===== src/rtl/axi_trans_pkg.sv =====
`default_nettype none
// ============================================================================
// Module      : axi_trans_pkg
// Description : Shared AXI constants, sequencer state encoding and size helper
// Revision    : 1.0 - initial release
// ============================================================================
package axi_trans_pkg;

    typedef enum logic [1:0] {
        IDLE   = 2'd0,
        ISSUE  = 2'd1,
        WAIT_B = 2'd2,
        FINISH = 2'd3
    } seq_state_t;

    localparam logic [1:0] BURST_INCR    = 2'b01;
    localparam logic [1:0] RESP_OKAY     = 2'b00;
    localparam logic [3:0] CACHE_DEFAULT = 4'b0011;

    // AXI AxSIZE encoding: log2 of the number of bytes per beat
    function automatic logic [2:0] axi_size(input int data_width);
        return 3'($clog2(data_width / 8));
    endfunction

endpackage
`default_nettype wire


===== src/rtl/axi_write_sequencer.sv =====
`default_nettype none
// ============================================================================
// Module      : axi_write_sequencer
// Description : Issues a table of single-beat AXI4 writes, one outstanding at
//               a time, on a rising edge of the start request. DATA_WIDTH is
//               32 or 64.
// Revision    : 1.0 - initial release
// ============================================================================
module axi_write_sequencer
    import axi_trans_pkg::*;
#(
    parameter int NUM_WRITES    = 3,
    parameter int ADDR_WIDTH    = 32,
    parameter int DATA_WIDTH    = 32,
    parameter int ID_WIDTH      = 4,
    parameter bit STOP_ON_ERROR = 1'b1
) (
    input  logic                               m00_axi_aclk,
    input  logic                               m00_axi_aresetn,
    input  logic                               m00_axi_init_axi_txn,
    input  logic [NUM_WRITES*ADDR_WIDTH-1:0]   seq_addr,
    input  logic [NUM_WRITES*DATA_WIDTH-1:0]   seq_data,
    input  logic [$clog2(NUM_WRITES+1)-1:0]    seq_count,
    output logic [ID_WIDTH-1:0]                m00_axi_awid,
    output logic [ADDR_WIDTH-1:0]              m00_axi_awaddr,
    output logic                               m00_axi_awvalid,
    output logic [7:0]                         m00_axi_awlen,
    output logic [2:0]                         m00_axi_awsize,
    output logic [1:0]                         m00_axi_awburst,
    output logic                               m00_axi_awlock,
    output logic [3:0]                         m00_axi_awcache,
    output logic [2:0]                         m00_axi_awprot,
    output logic [3:0]                         m00_axi_awqos,
    input  logic                               m00_axi_awready,
    output logic [DATA_WIDTH-1:0]              m00_axi_wdata,
    output logic [DATA_WIDTH/8-1:0]            m00_axi_wstrb,
    output logic                               m00_axi_wlast,
    output logic                               m00_axi_wvalid,
    input  logic                               m00_axi_wready,
    input  logic [ID_WIDTH-1:0]                m00_axi_bid,
    input  logic [1:0]                         m00_axi_bresp,
    input  logic                               m00_axi_bvalid,
    output logic                               m00_axi_bready,
    output logic                               busy,
    output logic                               done,
    output logic                               error
);

    localparam int CW = $clog2(NUM_WRITES + 1);

    seq_state_t       r_state;
    logic             r_init_d;
    logic [CW-1:0]    r_idx;
    logic [CW-1:0]    r_count;

    logic                  w_init_rise;
    logic [CW-1:0]         w_count_clamped;
    logic [CW-1:0]         w_idx_inc;
    logic [CW-1:0]         w_load_idx;
    logic [ADDR_WIDTH-1:0] w_addr_sel;
    logic [DATA_WIDTH-1:0] w_data_sel;
    logic                  w_aw_done;
    logic                  w_w_done;
    logic                  w_b_hs;
    logic                  w_b_bad;
    logic                  w_err_next;

    assign m00_axi_awlen   = 8'd0;
    assign m00_axi_awsize  = axi_size(DATA_WIDTH);
    assign m00_axi_awburst = BURST_INCR;
    assign m00_axi_awlock  = 1'b0;
    assign m00_axi_awcache = CACHE_DEFAULT;
    assign m00_axi_awprot  = 3'd0;
    assign m00_axi_awqos   = 4'd0;
    assign m00_axi_wstrb   = '1;
    assign m00_axi_wlast   = 1'b1;

    assign w_init_rise     = m00_axi_init_axi_txn && !r_init_d;
    assign w_count_clamped = (seq_count > CW'(NUM_WRITES)) ? CW'(NUM_WRITES) : seq_count;
    assign w_idx_inc       = r_idx + CW'(1);

    // The entry loaded on entering ISSUE: 0 from IDLE, the next index from WAIT_B
    assign w_load_idx = (r_state == IDLE) ? '0 : w_idx_inc;
    assign w_addr_sel = seq_addr[w_load_idx*ADDR_WIDTH +: ADDR_WIDTH];
    assign w_data_sel = seq_data[w_load_idx*DATA_WIDTH +: DATA_WIDTH];

    // A channel counts as complete once its valid has dropped or is being accepted now
    assign w_aw_done  = !m00_axi_awvalid || m00_axi_awready;
    assign w_w_done   = !m00_axi_wvalid  || m00_axi_wready;
    assign w_b_hs     = m00_axi_bvalid && m00_axi_bready;
    assign w_b_bad    = (m00_axi_bresp != RESP_OKAY) || (m00_axi_bid != m00_axi_awid);
    assign w_err_next = error || w_b_bad;

    always_ff @(posedge m00_axi_aclk or negedge m00_axi_aresetn) begin
        if (!m00_axi_aresetn) begin
            r_state         <= IDLE;
            // Starting at 1 makes a request already high at reset release look like no edge
            r_init_d        <= 1'b1;
            r_idx           <= '0;
            r_count         <= '0;
            m00_axi_awvalid <= 1'b0;
            m00_axi_wvalid  <= 1'b0;
            m00_axi_bready  <= 1'b0;
            m00_axi_awaddr  <= '0;
            m00_axi_wdata   <= '0;
            m00_axi_awid    <= '0;
            busy            <= 1'b0;
            done            <= 1'b0;
            error           <= 1'b0;
        end else begin
            r_init_d <= m00_axi_init_axi_txn;
            done     <= 1'b0;
            case (r_state)
                IDLE: begin
                    if (w_init_rise) begin
                        r_count <= w_count_clamped;
                        r_idx   <= '0;
                        error   <= 1'b0;
                        if (w_count_clamped == '0) begin
                            r_state <= FINISH;
                        end else begin
                            r_state         <= ISSUE;
                            busy            <= 1'b1;
                            m00_axi_awvalid <= 1'b1;
                            m00_axi_wvalid  <= 1'b1;
                            m00_axi_awaddr  <= w_addr_sel;
                            m00_axi_wdata   <= w_data_sel;
                            m00_axi_awid    <= ID_WIDTH'(w_load_idx);
                        end
                    end
                end
                ISSUE: begin
                    if (m00_axi_awready) begin
                        m00_axi_awvalid <= 1'b0;
                    end
                    if (m00_axi_wready) begin
                        m00_axi_wvalid <= 1'b0;
                    end
                    if (w_aw_done && w_w_done) begin
                        r_state        <= WAIT_B;
                        m00_axi_bready <= 1'b1;
                    end
                end
                WAIT_B: begin
                    if (w_b_hs) begin
                        m00_axi_bready <= 1'b0;
                        error          <= w_err_next;
                        r_idx          <= w_idx_inc;
                        if ((w_idx_inc == r_count) || (w_err_next && STOP_ON_ERROR)) begin
                            r_state <= FINISH;
                            busy    <= 1'b0;
                        end else begin
                            r_state         <= ISSUE;
                            m00_axi_awvalid <= 1'b1;
                            m00_axi_wvalid  <= 1'b1;
                            m00_axi_awaddr  <= w_addr_sel;
                            m00_axi_wdata   <= w_data_sel;
                            m00_axi_awid    <= ID_WIDTH'(w_load_idx);
                        end
                    end
                end
                FINISH: begin
                    done    <= 1'b1;
                    r_state <= IDLE;
                end
                default: begin
                    r_state <= IDLE;
                end
            endcase
        end
    end

endmodule
`default_nettype wire


===== config.mk =====
export PLATFORM = sky130hd
export DESIGN_NAME = axi_write_sequencer
export DESIGN_NICKNAME = d
export VERILOG_FILES = /design/src/rtl/axi_trans_pkg.sv /design/src/rtl/axi_write_sequencer.sv
export SDC_FILE = /design/constraint.sdc
export NUM_CORES = 1
export LEC_CHECK = 0
export BUFFER_PORTS_ARGS = -buffer_cell sky130_fd_sc_hd__buf_2
export CORE_AREA = 2 2 122 124
export CTS_CLUSTER_SIZE = 14
export DETAILED_ROUTE_END_ITERATION = 6
export DIE_AREA = 0 0 124 126
export PLACE_DENSITY_LB_ADDON = 0.3
export SLEW_MARGIN = 10
export SYNTH_ARGS = -nofsm -noshare
export SYNTH_HDL_FRONTEND = slang
export SYNTH_SLANG_ARGS = --single-unit
export TNS_END_PERCENT = 30

===== constraint.sdc =====
create_clock -name m00_axi_aclk -period 2.26 [get_ports m00_axi_aclk]
set_input_delay 0.452 -clock m00_axi_aclk [delete_from_list [all_inputs] [get_ports m00_axi_aclk]]
set_output_delay 0.452 -clock m00_axi_aclk [all_outputs]
set_load 0.1 [all_outputs]

[Word level (Yosys, flattened, before mapping)]
Index checks and enable logic that the tools add are counted.
Cells by class
  reductions and logical operators: 25
  $add $sub $neg: 1
  shift operators: 2
  $lt $le $gt $ge: 1
  multiplexer cells: 44
  eq/ne operators: 13
Operator list (number)
  two-way mux 32 bit: 8
  variable part select 96 x 8 -> 32 bit: 2
  case mux 32 bit (2 select lines): 2
  two-way mux 2 bit: 9
  two-way mux 4 bit: 4
  inequality test 2 bit, second input constant: 8
  two-way mux 1 bit: 13
  AND reduction 6 bit: 2
  AND reduction 5 bit: 2
  AND reduction 3 bit: 3
  case mux 2 bit (4 select lines): 1
  case mux 4 bit (2 select lines): 1
  case mux 1 bit (2 select lines): 3
  case mux 1 bit (3 select lines): 2
  nonzero test 2 bit: 3
  logical OR 1 bit: 5
  == test 2 bit, second input constant: 2
  logical NOT 2 bit: 2
  inequality test 4 bit: 1
  case mux 2 bit (2 select lines): 1
  logical AND 1 bit: 3
  logical NOT 1 bit: 3
  nonzero test 3 bit: 1
  adder 2 x 1 -> 2 bit, second input constant: 1
  4 further kinds: 4
Word-level totals
  output and inout bits: 104
  bits in registers: 81
  logic and storage cells: 99
  input bits: 206

[Logic depth before layout (Yosys ltp)]
  word-level depth: 7
  depth in mapped cells: 9
  gate-level depth less buffers: 5

[Worst setup path before layout]
No wires, ideal clock.
  path type: register -> register
  from: register m00_axi_bready
  to: register m00_axi_awaddr[22]
  clock period less this slack: 2.417 ns
  slack: -0.157 ns
  path buffers: 3
  stages on the path, launching flop included: 8
  required time: 2.135 ns
  arrival time: 2.291 ns
  setup time: 0.125 ns
  path through: dfrtp_1 -> nand3_1 -> a211o_1 -> a211o_1 -> buf_6 -> buf_6 -> buf_6 -> mux2_4
On the way
  cells in the longest elaborated chain, start to end: 3
RTL lines
  start: declaration: line axi_write_sequencer.sv:43  | output logic m00_axi_bready,
  start signal: assignment: line axi_write_sequencer.sv:103  | m00_axi_bready <= 1'b0;
  start signal: assignment: line axi_write_sequencer.sv:141  | m00_axi_bready <= 1'b1;
  start signal: assignment: line axi_write_sequencer.sv:146  | m00_axi_bready <= 1'b0;
  logical AND 1 bit: line axi_write_sequencer.sv:90  | assign w_b_hs = m00_axi_bvalid && m00_axi_bready;
  inequality test 2 bit (no source line)
  AND reduction 5 bit (no source line)
  end signal: assignment: line axi_write_sequencer.sv:126  | m00_axi_awaddr <= w_addr_sel;
  end signal: assignment: line axi_write_sequencer.sv:156  | m00_axi_awaddr <= w_addr_sel;
  end: declaration: line axi_write_sequencer.sv:25  | output logic [ADDR_WIDTH-1:0] m00_axi_awaddr,
Every way passes these cells.
A chain may end at the register's enable or synchronous reset.

[Worst setup path after layout]
  from: register r_state[1]
  to: register m00_axi_wdata[14]
On the way
  cells in the longest elaborated chain, start to end: 6
  elaborated cells between the ends (all ways): 15
  those cells by class: eq/ne: 5; shift: 1; mux: 6; reduce/logical: 3
RTL lines
  start: declaration: line axi_write_sequencer.sv:51  | seq_state_t r_state;
  start signal: assignment: line axi_write_sequencer.sv:96  | r_state <= IDLE;
  start signal: assignment: line axi_write_sequencer.sv:120  | r_state <= FINISH;
  start signal: assignment: line axi_write_sequencer.sv:122  | r_state <= ISSUE;
  logical NOT 2 bit: line axi_write_sequencer.sv:83, axi_write_sequencer.sv:113
  two-way mux 2 bit: line axi_write_sequencer.sv:83  | assign w_load_idx = (r_state == IDLE) ? '0 : w_idx_inc;
  variable part select 96 x 8 -> 32 bit: line axi_write_sequencer.sv:85  | assign w_data_sel = seq_data[w_load_idx*DATA_WIDTH +: DATA_WIDTH];
  two-way mux 32 bit (on tied branches): line axi_write_sequencer.sv:149, axi_write_sequencer.sv:119
  two-way mux 32 bit (on tied branches): line axi_write_sequencer.sv:145, axi_write_sequencer.sv:115
  case mux 32 bit (2 select lines): line axi_write_sequencer.sv:113  | case (r_state)
  end signal: assignment: line axi_write_sequencer.sv:127  | m00_axi_wdata <= w_data_sel;
  end signal: assignment: line axi_write_sequencer.sv:157  | m00_axi_wdata <= w_data_sel;
  end: declaration: line axi_write_sequencer.sv:35  | output logic [DATA_WIDTH-1:0] m00_axi_wdata,
Several ways; a longest one is shown, not always the timed one. The select of a mux whose other input is x is not followed.

==> results.md <==
* Most numerous cell in the Yosys netlist: sky130_fd_sc_hd__dfrtp_1
* Count of routing violations after the opening detailed-route iteration at 94
* WP data arrival at 2.29 ns
* Transition time of the tightest slew-check pin at a little over 0.5 ns
* Remaining max-slew budget at the tightest pin at 0.662
* Clock latency reported for the late side of the worst-skew pair at 0.33 ns
* Hold Buf Count CTS at 0
* N_diodes at 0
* Final layout net count at 942
* Detailed Place HPWL at 10,400 um
* Final Hold Fails at 0
* Tmin final at 2.08 ns
* Area enclosed by the die boundary at between 15,000 and 20,000 sq um
* Cells resized by post-CTS repair at 0
* Synth area leader: sky130_fd_sc_hd__dfrtp_1
* Number of core rows at 44
* Global-route wire length before repair at 19,900 um
* Maximum net fanout on the critical path at 36
* Setup tns final at 0 ns
* Worst hold slack after final layout at approximately 0.080 ns
* Primary flip-flop cell chosen by synthesis mapping: sky130_fd_sc_hd__dfrtp_1
* Starting density of the core at 0.339
* H-tree Lvls at 3
* Placed Area at 6370 sq um
* TritonRoute pass-1 iters at 4
* Proportion of layout cells with a drive suffix above 1 at 0.516
* Max layer used: met4
* Post-Syn Area per Cell at slightly above 10 sq um
* Required time worst endpoint at 2.47 ns
* Routed wire length on met3 at roughly 1000 um
* Largest net degree at the start of global routing at 64
* Setup WS post-layout at 0.184 ns
* RSZ-0062 raised after global routing: no
* Setup WS pre-CTS at ~0.060 ns
* Core Region at 14,300 sq um
* Die span in x at 124 um
* Async set or reset register ratio after synthesis at 1.00
* GPL Wtd Cong at about 0.8
* Buffers inserted during post-CTS setup optimization at 0
* Clock transition at the registers of the reported paths at 0.06 ns
* Routed length on met2 at 6810 um
* Kind of capture point of the worst setup path: register
* Cells after synthesis at 475
* Clock Sink Count at 79
* Count of input and output buffers at 277
* Design Area, Final at 6660 sq um
* CTS tree: yes
* Type of the worst setup path: reg2reg
* Vias after detailed routing at 4,423
* Type of the most critical hold path: in2async
* Root buffer cell: sky130_fd_sc_hd__clkbuf_16
* Flop and latch count out of synthesis at 79
* Max-slew violation count at 0
* Initial antenna violation count at 0
* Clock buffer count from CTS at 9
* Met1 Wirelength at just under 5000 um
* Layout overhead on the synthesized area at 37.2%
* Distinct cells, synth at 38
* Share of synthesized area occupied by flip-flops and latches at 0.408
* Most frequent cells after synthesis: sky130_fd_sc_hd__dfrtp_1 (78), sky130_fd_sc_hd__nand3_1 (67), sky130_fd_sc_hd__o21ai_0 (66)
* Average wire per standard cell at around 14 um
* Antenna viol nets, final at 0
* Outcome: completed
* Count of flip-flops with a built-in enable after synthesis at 0
* I/O Pins at a little over 300
* Warnings, synthesis at 0
* Most area-consuming cells after synthesis: sky130_fd_sc_hd__dfrtp_1 (40%), sky130_fd_sc_hd__mux2_2 (14%), sky130_fd_sc_hd__mux2i_1 (13%), sky130_fd_sc_hd__nand3_1 (6.9%), sky130_fd_sc_hd__o21ai_0 (6.8%)
* Y dimension of the die at 126 um
* Average vias per placed instance at 4.79
* Overall fraction of global-route tracks in use at 0.163
* Post-route DRC violation count at 0
* Setup clock skew after layout at 0.00700 ns
* Maximum clock insertion buffer count at 2
* Number of failing setup endpoints in the final timing report at 0
* Number of max-cap violations at 0
* Fraction of the cycle the final worst path needs at 0.918
* Max Clk Rate at between 0.4 and 0.5 GHz
* Overflow after GRT at 0
* Portion of synthesized cell area occupied by the leading cell type at 0.402
* Synthesized area at approximately 4900 sq um
* Total routed wirelength at 13,000 um
* Element type at the critical path start: register
* Via count of the first global-routing pass at roughly 4,300
==> critical path: stages, from the launching register on <==
cell and delay (ns):
sky130_fd_sc_hd__dfrtp_1 0.38, sky130_fd_sc_hd__buf_4 0.18, sky130_fd_sc_hd__nor4_1 0.44, sky130_fd_sc_hd__a211o_1 0.19, sky130_fd_sc_hd__a211o_2 0.16, sky130_fd_sc_hd__buf_12 0.23
sky130_fd_sc_hd__mux2_2 0.37
==> per-stage QoR <==
step | cells | utilization
floorplan | 505 | -
global placement | 909 | 0.445
detailed placement | 909 | 0.445
CTS | 924 | 0.465
global route | 924 | 0.465
finish | 924 | 0.465
==> layout make-up <==
class,instances,area (sq um)
tap,184,230
sequential,79,1980
multi-input combinational,349,2550
clock buffer,11,243
fill,1354,7660
clock inverter,4,47.5
inverter,5,18.8
timing repair buffer,292,1590
==> state kept, by name (all words and copies together) (netlist names), 2 cells and up <==
signal          flops
m00_axi_awaddr     32
m00_axi_awid        2
m00_axi_wdata      32
r_count             2
r_idx               2
r_state             2
==> logic make-up after synthesis <==
kind of cell	share of synthesized area
compound gates	0.0952
xor+xnor	0.00722
buf+inv	0.0929
flops	0.408
mux	0.295
other cells	0.00155
simple gates	0.101
==> cells in the final DEF, fill, tap and decap left out, drive strengths merged, types with 2 or more instances in the layout <==
| master | instances |
|---|---|
| a211o | 2 |
| a21o | 3 |
| buf | 292 |
| clkbuf | 11 |
| clkinv | 2 |
| conb | 32 |
| dfrtp | 78 |
| inv | 5 |
| mux2 | 68 |
| mux2i | 64 |
| nand2 | 5 |
| nand2b | 3 |
| nand3 | 67 |
| nor2 | 7 |
| nor3 | 3 |
| nor4bb | 2 |
| o21ai | 74 |
| xnor2 | 4 |
==> layer usage <==
layer,up-vias,GRT usage
li1,2163,-
met2,201,0.309
met4,0,0.0687
met3,20,0.0308
met5,-,0
met1,2039,0.171
==> final timing paths <==
check,end,depth (start not counted),slack (ns),from
max reg2reg,m00_axi_wdata[14]$_DFFE_PN0P_,6,0.18,r_state[1]$_DFFE_PN0P_
min,m00_axi_wdata[22]$_DFFE_PN0P_,1,0.08,m00_axi_aresetn
min reg2reg,m00_axi_awaddr[19]$_DFFE_PN0P_,1,0.50,m00_axi_awaddr[19]$_DFFE_PN0P_
min in group m00_axi_aclk,r_init_d$_DFF_PN1_,2,0.35,m00_axi_init_axi_txn
max,m00_axi_wdata[14]$_DFFE_PN0P_,6,0.18,r_state[1]$_DFFE_PN0P_
max in group asynchronous,r_init_d$_DFF_PN1_,2,1.50,m00_axi_aresetn
Power is not shown: default switching activity piles up to over one toggle a cycle in this logic, so the estimate is an artifact.
